### src/rtl/mips_step_ctrl.sv
// Instruction-stepping sequencer for the single-cycle MIPS datapath.
// Owns the PC, decodes controls, gates write strobes into COMMIT, picks the next PC.
module mips_step_ctrl #(
    parameter int CNT_W = 16
) (
    input  logic             clk,
    input  logic             rst_n,
    input  logic             start,
    input  logic [31:0]      entry_pc,
    input  logic [CNT_W-1:0] max_steps,
    input  logic [31:0]      ins,
    input  logic             zero,
    input  logic [31:0]      pcp4,
    input  logic [31:0]      imm,
    input  logic [25:0]      jtarget,
    output logic [31:0]      pc,
    output logic             reg_dst,
    output logic             reg_write,
    output logic             alu_src,
    output logic             mem_read,
    output logic             mem_write,
    output logic             mem2reg,
    output logic [2:0]       alu_op,
    output logic             busy,
    output logic             done,
    output logic             illegal,
    output logic [CNT_W-1:0] step_count
);

    typedef enum logic [2:0] {
        S_IDLE,
        S_FETCH,
        S_DECODE,
        S_COMMIT,
        S_NEXT,
        S_DONE
    } state_t;

    state_t           state_q, state_d;
    logic [31:0]      pc_q, pc_d;
    logic [CNT_W-1:0] step_q, step_d;
    logic [CNT_W-1:0] max_q, max_d;
    logic             done_q, done_d;
    logic             ill_q, ill_d;
    // ctrl = {reg_dst, reg_write, alu_src, mem_read, mem_write, mem2reg, alu_op[2:0]}
    logic [8:0]       ctrl_q, ctrl_d;
    logic             beq_q, beq_d;
    logic             jmp_q, jmp_d;

    logic [8:0]       dec_ctrl;
    logic             dec_ok;
    logic             dec_beq;
    logic             dec_jmp;
    logic             unused_inputs;

    assign unused_inputs = ^{ins[25:6], imm[31:30]};

    always_comb begin
        dec_ctrl = '0;
        dec_ok   = 1'b1;
        dec_beq  = 1'b0;
        dec_jmp  = 1'b0;
        case (ins[31:26])
            6'h00: begin
                case (ins[5:0])
                    6'h20:   dec_ctrl = 9'b1_1_0_0_0_0_010;
                    6'h25:   dec_ctrl = 9'b1_1_0_0_0_0_001;
                    default: dec_ok = 1'b0;
                endcase
            end
            6'h08:   dec_ctrl = 9'b0_1_1_0_0_0_010;
            6'h23:   dec_ctrl = 9'b0_1_1_1_0_1_010;
            6'h2B:   dec_ctrl = 9'b0_0_1_0_1_0_010;
            6'h04: begin
                dec_ctrl = 9'b0_0_0_0_0_0_110;
                dec_beq  = 1'b1;
            end
            6'h02:   dec_jmp = 1'b1;
            default: dec_ok = 1'b0;
        endcase
    end

    always_comb begin
        state_d = state_q;
        pc_d    = pc_q;
        step_d  = step_q;
        max_d   = max_q;
        done_d  = done_q;
        ill_d   = ill_q;
        ctrl_d  = ctrl_q;
        beq_d   = beq_q;
        jmp_d   = jmp_q;
        case (state_q)
            S_IDLE, S_DONE: begin
                if (start) begin
                    pc_d   = entry_pc;
                    step_d = '0;
                    max_d  = max_steps;
                    ill_d  = 1'b0;
                    if (max_steps == '0) begin
                        done_d  = 1'b1;
                        state_d = S_DONE;
                    end else begin
                        done_d  = 1'b0;
                        state_d = S_FETCH;
                    end
                end
            end
            S_FETCH: begin
                ctrl_d  = dec_ok ? dec_ctrl : '0;
                beq_d   = dec_beq;
                jmp_d   = dec_jmp;
                state_d = S_DECODE;
            end
            S_DECODE: begin
                if (!dec_ok) begin
                    ill_d   = 1'b1;
                    ctrl_d  = '0;
                    state_d = S_DONE;
                end else begin
                    state_d = S_COMMIT;
                end
            end
            S_COMMIT: begin
                ctrl_d  = '0;
                state_d = S_NEXT;
            end
            S_NEXT: begin
                step_d = step_q + CNT_W'(1);
                beq_d  = 1'b0;
                jmp_d  = 1'b0;
                if (beq_q && zero) begin
                    pc_d = pcp4 + {imm[29:0], 2'b00};
                end else if (jmp_q) begin
                    pc_d = {4'b0000, jtarget, 2'b00};
                end else begin
                    pc_d = pcp4;
                end
                if (step_d == max_q) begin
                    done_d  = 1'b1;
                    state_d = S_DONE;
                end else begin
                    state_d = S_FETCH;
                end
            end
            default: state_d = S_IDLE;
        endcase
    end

    always_ff @(posedge clk or negedge rst_n) begin
        if (!rst_n) begin
            state_q <= S_IDLE;
            pc_q    <= '0;
            step_q  <= '0;
            max_q   <= '0;
            done_q  <= 1'b0;
            ill_q   <= 1'b0;
            ctrl_q  <= '0;
            beq_q   <= 1'b0;
            jmp_q   <= 1'b0;
        end else begin
            state_q <= state_d;
            pc_q    <= pc_d;
            step_q  <= step_d;
            max_q   <= max_d;
            done_q  <= done_d;
            ill_q   <= ill_d;
            ctrl_q  <= ctrl_d;
            beq_q   <= beq_d;
            jmp_q   <= jmp_d;
        end
    end

    // Controls are held from DECODE through COMMIT; write strobes only open in COMMIT.
    assign pc         = pc_q;
    assign reg_dst    = ctrl_q[8];
    assign reg_write  = ctrl_q[7] & (state_q == S_COMMIT);
    assign alu_src    = ctrl_q[6];
    assign mem_read   = ctrl_q[5];
    assign mem_write  = ctrl_q[4] & (state_q == S_COMMIT);
    assign mem2reg    = ctrl_q[3];
    assign alu_op     = ctrl_q[2:0];
    assign busy       = (state_q == S_FETCH) || (state_q == S_DECODE) ||
                        (state_q == S_COMMIT) || (state_q == S_NEXT);
    assign done       = done_q;
    assign illegal    = ill_q;
    assign step_count = step_q;

endmodule

### config.mk
export PLATFORM = sky130hd
export DESIGN_NAME = mips_step_ctrl
export DESIGN_NICKNAME = d
export VERILOG_FILES = /design/src/rtl/mips_step_ctrl.sv
export SDC_FILE = /design/constraint.sdc
export NUM_CORES = 1
export LEC_CHECK = 0
export CAP_MARGIN = 20
export CORE_AREA = 2 2 127 129
export DETAILED_ROUTE_END_ITERATION = 16
export DIE_AREA = 0 0 129 131
export GPL_TIMING_DRIVEN = 0
export HOLD_SLACK_MARGIN = 0.02
export PLACE_DENSITY = 0.77
export SLEW_MARGIN = 20
export SYNTH_ARGS = -nofsm -noshare
export SYNTH_HDL_FRONTEND = slang
export SYNTH_SLANG_ARGS = --single-unit
### constraint.sdc
create_clock -name clk -period 2.4 [get_ports clk]
set_input_delay 0.6 -clock clk [delete_from_list [all_inputs] [get_ports clk]]
set_output_delay 0.6 -clock clk [all_outputs]
set_load 0.02 [all_outputs]
### Word-level counts from Yosys, hierarchy flattened

Index checks and enable logic that the tools add are counted.

* output and inout bits: 60
* word-level logic and storage cells: 77
* register bits after elaboration: 80
* input bits: 174

* muxes and demuxes: 29
* add/sub/neg operators: 2
* equal/unequal tests: 16
* bitwise logic cells: 2
* reduce and logical (&&, ||, !) cells: 19

Operators by type and width (count)
* $mux W32: 3
* $pmux W32 S2: 1
* $pmux W9 S5: 1
* $add A32 B32 Y32: 1
* $pmux W16 S2: 1
* $pmux W9 S3: 1
* $eq A6 B6 Y1 const B: 4
* $mux W9: 2
* $pmux W9 S2: 1
* $add A16 B1 Y16 const B: 1
* $eq A16 B16 Y1: 1
* $logic_not A16 Y1: 1
* $mux W16: 1
* $pmux W3 S5: 1
* $mux W3: 4
* $pmux W1 S2: 5
* $mux W1: 8
* $eq A3 B2 Y1 const B: 2
* $eq A3 B3 Y1 const B: 2
* $eq A6 B2 Y1 const B: 1
* $eq A6 B3 Y1 const B: 1
* $eq A6 B4 Y1 const B: 1
* $logic_not A6 Y1: 1
* $ne A2 B2 Y1 const B: 3
* other kinds (11): 20

### Depth between registers and ports, before layout

Gate-level depths: netlist of the first run.

* depth in word-level cells: 6
* gate-level depth with buffers: 11
* mapped depth without buffers: 11

### Worst setup path after synthesis of the first run

No wires, ideal clock.

* path kind: in2reg
* start: in pcp4[2]
* end: reg pc_q[24] (netlist: pc[24])
* arrival time: 2747 ps
* path slack: -450 ps
* stages: 11
* required time: 2296 ps
* path buffers: 0
* cells stage by stage: ha_1 fa_1 a21o_1 a21oi_1 o21bai_1 o21a_1 o2111ai_1 nand2_1 a311oi_1 xor2_1 a221oi_1

* longest elaborated chain between the ends: 3

RTL lines
* from (decl): RTL line 13 `input logic [31:0] pcp4,`
* $add A32 B32 Y32: RTL line 133 `pc_d = pcp4 + {imm[29:0], 2'b00};`
* $mux W32: RTL line 132 `if (beq_q && zero) begin`
* $pmux W32 S2: RTL line 93 `case (state_q)`
* to (signal assigned): RTL line 163 `pc_q <= pc_d;`
* to (decl): RTL line 40 `logic [31:0] pc_q, pc_d;`

Every way passes these cells.
A chain may end at the register's enable or synchronous reset.

### Worst setup path in the final report of the first run

* start: in pcp4[2]
* end: reg pc_q[30] (netlist: pc[30])

The elaborated chain is that of the path after synthesis.

==> results of run 1 <==
## worst max-delay path, stage by stage
cell,delay (ns)
buf_6,0.10
ha_4,0.15
fa_2,0.35
a21o_1,0.19
a21oi_2,0.22
o21bai_1,0.11
o21a_2,0.26
o211ai_1,0.38
a41o_1,0.28
a21oi_2,0.08
xnor2_1,0.13
a221oi_1,0.25
## kinds of logic after synthesis
family                   count (synthesis)  synth area share, %
flip-flops                              79                 31.8
buffers and inverters                   57                 4.02
AO/OA/AOI/OAI                          222                 22.5
AND/OR/NAND/NOR                        302                 23.0
multiplexers                            37                 5.96
XOR/XNOR                                45                 6.34
adder cells (fa/ha/maj)                 31                 6.36
## cell usage in the layout (no fill, tap or decap), drive strengths merged, types with 7 or more instances in the layout
cell,count
clkdlybuf4s50,160
nand2,145
dfrtp,79
buf,72
o21ai,66
nor2,52
a21oi,46
clkbuf,40
mux2i,37
dlygate4sd2,35
ha,30
xnor2,23
xor2,22
a31oi,22
nand3,19
a21o,16
a211oi,16
inv,12
nor3,12
nand4,10
nor2b,10
o31ai,10
and3,9
o21bai,8
nor4,8
nand2b,7
## sequential cells by signal, indices dropped and copies added, names as in the netlist
name and count:
step_count 16, max_q 16, state_q 3, ctrl_q 8, done 1, pc 32, illegal 1, beq_q 1
jmp_q 1
## routing by layer
layer  vias to the layer above  GRT usage [%]  wire [um]
met5                         -              0          0
li1                       3356              -          -
met3                        95           3.54       1870
met4                         0           12.7       1310
met1                      3527           36.9      10100
met2                       414           48.9      12400
## through the flow
stage               cells  util [%]  setup WS, ns  setup TNS, ns  instance area, um2
floorplan             773         -        -0.308          -1.93                6310
global placement     1200      55.7         -2.50        -207.89                8690
detailed placement   1201      55.9         -1.18         -35.85                8720
CTS                  1254      62.8        -0.242          -2.26                9800
global route         1271      65.3        -0.454          -5.08               10200
finish               1271      65.3        -0.463          -3.99               10200
## power groups by stage
stage / clock network [mW] / logic [mW] / registers (mW)
2_1_floorplan: 0 / 2.00 / 2.48
3_3_place_gp: 0 / 3.95 / 2.15
3_5_place_dp: 0 / 4.04 / 2.16
4_1_cts: 1.59 / 4.28 / 2.16
5_1_grt: 1.64 / 4.81 / 2.24
6_report: 1.59 / 4.51 / 2.18
## layout make-up
class                           instances  area, um2  area share [%]
Clock buffer                           10        229            2.25
Timing Repair Buffer                  269       2540            24.9
Tap cell                              216        270            2.65
Inverter                               12       45.0           0.442
Sequential cell                        79       1990            19.5
Antenna cell                            2       5.00          0.0491
Multi-Input combinational cell        637       4790            47.0
Clock inverter                          6        109            1.07
Buffer                                 40        216            2.13
## worst max path at each step
stage / start / cells past startpoint / to / slack, ns
after global routing: pcp4[2] / 12 / pc[30]$_DFFE_PN0P_ / -0.45
after floorplan: pcp4[2] / 11 / pc[24]$_DFFE_PN0P_ / -0.31
final: pcp4[2] / 12 / pc[30]$_DFFE_PN0P_ / -0.46
after global placement: rst_n / 1 / step_count[0]$_DFFE_PN0P_ / -2.50
after CTS: pcp4[2] / 12 / pc[30]$_DFFE_PN0P_ / -0.24
after detailed placement: pcp4[3] / 11 / pc[15]$_DFFE_PN0P_ / -1.18
## repair_timing
item	4_1_cts	5_1_grt
setup endpoints to repair	55	55
buffers inserted	42	15
cloned	0	0
pin swaps	67	31
resized for setup	160	75
==> results_dict.tcl, run 1 <==
set metrics [dict create \
    cp.arrival_ns 3.11 \
    drc 0 \
    synth_common_cells "145 x nand2_1, 79 x dfrtp_1, 66 x o21ai_0" \
    gp_congestion 0.972 \
    gr-total-overflow 0 \
    ant_nets 0 \
    synth_top_area_share_pct 31.8 \
    worstSetupPathType "primary input to flip-flop" \
    avgSynthCellArea_um2 8.04 \
    synth_edf_count 0 \
    synth_top_cell_by_area "dfrtp_1" \
    path_clk_slew_ns 0.06 \
    worst_pin_slew_ns 0.931 \
    dieArea_um2 16900 \
    outcome "finished with violations" \
    synthArstFlopShare_pct 100 \
    cts_made_buffers 9 \
    worst_slack_ns -0.463 \
    drive_gt1_share_pct 21.6 \
    ys_types 63 \
    grt_max_degree 57 \
    fillerInstances 1189 \
    power_frac_seq_pct 26.3 \
    synth_area_um2 6220 \
    antenna_found_initial 2 \
    post-dp-hpwl_um 17800 \
    cp-end-kind "flip-flop" \
    clk-insertion-delay-late_ns 0.34 \
    syn_inst 773 \
    core_um2 15600 \
    grt_pass1_wl_um 37600 \
    dr.pass1.iters 6 \
    fin_total_pwr_mw 8.27 \
    drv_cap 0 \
    skew_ns 0.00626 \
    num_rows 46 \
    vias 7392 \
    final_nets 1253 \
    final_max_slew_viol_count 0 \
    die_h_um 131 \
    switchingPower_mw 3.45 \
    comb_power_share_pct 54.5 \
    period_minus_slack_ns 2.86 \
    violations "negative setup slack" \
    portBuffers 211 \
    max_freq_mhz 349 \
    p_per_area_nw_per_um2 812 \
    cts_buffer_depth 2 \
    start_util_pct 39.9 \
    synth.area.top_cells "dfrtp_1 32%, nand2_1 8.8%, ha_1 6.0%" \
    fin_crit_sh_pct 119 \
    ir_worst_vdd_mv 0.394 \
    synthFlopType "dfrtp_1" \
    p_clk_share_pct 19.2 \
    cts.sinks 79 \
    ys_ff_latch 79 \
    drt_iter0_drc 619 \
    hp-class "primary input to async pin" \
    r2r_start "step_count[1]$_DFFE_PN0P_" \
    die_w_um 129 \
    crit_required_ns 2.64 \
    hold_viol 0 \
    reg2reg_to "state_q[2]$_DFFE_PN0P_" \
    yosysMostFrequentCell "nand2_1" \
    drt_wl_total_um 25700 \
    finalSetupViolCount 20 \
    cts_tree "yes" \
    synth_fp_nets 978 \
    rsz0062_at_grt "yes" \
    worst_hold_slack_ns 0.167 \
    grtUsageTotal_pct 28.8 \
    p_int_mw 4.82 \
    slew_headroom_pct 37.9 \
    htreeDepth 3 \
    areaGrowthSynthToFinish_pct 63.8 \
    swShare_pct 41.7 \
    reg2reg_slack_ns -0.07 \
    io_pins 234 \
    ys_seq_area_share_pct 31.8 \
    root_buffer "clkbuf_16" \
    worst-r2r-cell-count 10 \
    grt_pass1_vias 6959 \
    postCtsHoldBufs 0 \
    yosysWarnings 0 \
    crit_fanout 4 \
    worst_setup_path_start_kind "primary input" \
    viasPerCell 5.82 \
    p_leak_nw 4.27 \
    wl_per_cell_um 20.2 \
]
Note: power is estimated with default switching activity, not from simulation.
==> inputs of run 2 (changes only) <==
--- a/config.mk
+++ b/config.mk
@@ -6,12 +6,13 @@
 export NUM_CORES = 1
 export LEC_CHECK = 0
 export CAP_MARGIN = 20
-export CORE_AREA = 2 2 127 129
+export CORE_AREA = 2 2 120 122
 export DETAILED_ROUTE_END_ITERATION = 16
-export DIE_AREA = 0 0 129 131
+export DIE_AREA = 0 0 122 124
 export GPL_TIMING_DRIVEN = 0
 export HOLD_SLACK_MARGIN = 0.02
-export PLACE_DENSITY = 0.77
+export PLACE_DENSITY = 0.81
+export RECOVER_POWER = 100
 export SLEW_MARGIN = 20
 export SYNTH_ARGS = -nofsm -noshare
 export SYNTH_HDL_FRONTEND = slang
==> constraint.sdc (replaced) <==
create_clock -name clk -period 3.55 [get_ports clk]
set_input_delay 0.8875 -clock clk [delete_from_list [all_inputs] [get_ports clk]]
set_output_delay 0.8875 -clock clk [all_outputs]
set_load 0.02 [all_outputs]
==> run 2 against run 1 <==
Net effect: the run ends with max-capacitance violations, max-slew violations left; flip-flop and latch count unchanged; sequential power decreased by 34%; via count shrank 9.0%; critical path depth down 1; clock skew increased by 0.0016 ns; routed wire length fell by 14%; clock power down 45%; global-route usage is 0.92 points higher; largest cell class unchanged; highest routed layer unchanged.
==> results_dict.tcl, run 2 (synthesis results as in run 1) <==
set metrics [dict create \
    layout_commonest_cell "clkdlybuf4s50_1" \
    cp-end-kind "flip-flop" \
    p_int_mw 2.81 \
    p_leak_nw 3.82 \
    worst_pin_slew_ns 1.90 \
    p_per_area_nw_per_um2 561 \
    cts.sinks 79 \
    drv_cap 1 \
    cp_num_buf_inv 1 \
    cts_buffer_depth 2 \
    die_h_um 124 \
    skew_ns 0.00791 \
    final_cell_mix "150 x clkdlybuf4s50_1, 145 x nand2_1, 79 x dfrtp_1" \
    num_rows 43 \
    wl_per_cell_um 18.7 \
    cts_tree "yes" \
    post-dp-hpwl_um 17300 \
    outcome "finished with violations" \
    dp_cells 1165 \
    final_max_slew_viol_count 30 \
    grt_max_degree 51 \
    drt_wl_total_um 22100 \
    crit_top_cell "o21ai_0" \
    vias 6725 \
    p_clk_share_pct 17.6 \
    path_clk_slew_ns 0.06 \
    portBuffers 211 \
    cp_slowest_stage_delay_ns 0.58 \
    crit_fanout 4 \
    finalSetupViolCount 0 \
    gr-total-overflow 0 \
    drc 0 \
    antenna_found_initial 1 \
    hold_viol 0 \
    comb_power_share_pct 53.8 \
    critical-path-top-delay-family "compound AO/OA/AOI/OAI gates" \
    drive_gt1_share_pct 5.29 \
    viasPerCell 5.68 \
    final_design_area_no_fill_um2 8940 \
    worst_hold_slack_ns 0.479 \
    die_w_um 122 \
    setup_tns_ns 0 \
    fin_cells 1183 \
    largest_reg_flops 32 \
    placed_area_um2 8580 \
    io_pins 234 \
    final_nets 1202 \
    drt_iter0_drc 569 \
    worst_setup_path_start_kind "primary input" \
    ir_worst_vdd_mv 0.350 \
    worstSetupPathType "primary input to flip-flop" \
    grt_pass1_vias 6580 \
    cts_made_buffers 9 \
    cp.arrival_ns 3.61 \
    start_util_pct 45.3 \
    fin_crit_sh_pct 96.0 \
    swShare_pct 43.9 \
    core_um2 13700 \
    grtUsageTotal_pct 29.7 \
    switchingPower_mw 2.20 \
    hp-class "flip-flop to flip-flop" \
    crit_chain "dlygate4sd3_1, ha_1, o21ai_0, o21ai_0, nor2b_1, a41oi_2, nor2_1, a311oi_2, xnor2_1, a211oi_2, a31oi_1" \
    period_minus_slack_ns 3.41 \
    gp_congestion 0.931 \
    power_frac_seq_pct 28.6 \
    htreeDepth 3 \
    crit_required_ns 3.75 \
    root_buffer "clkbuf_16" \
    cp_slowest_cell "dlygate4sd3_1" \
    areaGrowthSynthToFinish_pct 43.7 \
    slew_headroom_pct -26.4 \
    clk-insertion-delay-late_ns 0.35 \
    grt_pass1_wl_um 34600 \
    violations "max-capacitance violations, max-slew violations" \
    dieArea_um2 15100 \
    ant_nets 0 \
    max_freq_mhz 293 \
    dr.pass1.iters 5 \
]
-- run 2: cell types whose count changed in the layout (fill, tap and decap cells not counted), moves of 11 or more --
cell / delta
a21oi_1: +15
dlygate4sd3_1: +60
dlygate4sd2_1: -35
clkbuf_2: -11
o21ai_0: +16
ha_1: +24
ha_4: -23
buf_4: -56
a21oi_2: -12
clkbuf_1: +20
-- run 2: tightest hold or removal path, cell delays in order (launching register included) --
cell	delay [ns]
dfrtp_1	0.34
nand2_1	0.05
o31ai_1	0.06
-- run 2: per-stage QoR --
step	util, %	setup slack (ns)	power (mW)
2_1_floorplan	-	0.412	3.01
3_3_place_gp	62.4	-1.36	4.09
3_5_place_dp	62.5	-0.502	4.16
4_1_cts	64.8	0.0121	5.05
5_1_grt	65.1	-0.00636	5.33
6_report	65.1	0.142	5.01
-- run 2: cell type report --
class	count	area (um2)
fillers	1149	4780
multi-input cells	637	4060
repair buffers	214	2150
flip-flops and latches	79	1980
clock buffers	10	229
well taps	180	225
plain buffers	44	201
inverters	12	45.0
clock inverters	6	43.8
diodes	1	2.50
-- run 2: routing by layer --
metal  up-vias  global-route usage, %  wire length, um
met5         -                      0                0
li1       3247                      -                -
met1      3134                   38.5             9200
met4         0                   12.7              913
met3        55                   4.12             1490
met2       289                   49.7            10500
-- run 2: power groups by stage --
stage | Clock, mW | Sequential (mW) | Combinational (mW)
floorplan | 0 | 1.68 | 1.33
global placement | 0 | 1.44 | 2.65
detailed placement | 0 | 1.45 | 2.71
CTS | 0.886 | 1.44 | 2.73
global route | 0.931 | 1.48 | 2.92
finish | 0.879 | 1.44 | 2.70
-- run 2: repair_timing --
action                     4_1_cts  5_1_grt
buffers inserted                 1        1
setup endpoints to repair        7       18
pin swaps                        1        6
gates resized for setup          6       12
hold buffers                     0        0
hold endpoints to repair         0        0
-- run 2: path summary, 6_finish.rpt --
path                                      startpoint                         end  slack (ns)  depth (start not counted)
max                                          pcp4[4]          pc[15]$_DFFE_PN0P_        0.14                         11
min in group asynchronous                      rst_n           pc[9]$_DFFE_PN0P_        1.06                          1
min                            ctrl_q[8]$_DFFE_PN0P_       ctrl_q[8]$_DFFE_PN0P_        0.48                          2
min reg2reg                    ctrl_q[8]$_DFFE_PN0P_       ctrl_q[8]$_DFFE_PN0P_        0.48                          2
max in group asynchronous                      rst_n  step_count[12]$_DFFE_PN0P_        1.40                          1
max reg2reg                step_count[0]$_DFFE_PN0P_      state_q[2]$_DFFE_PN0P_        0.55                          9
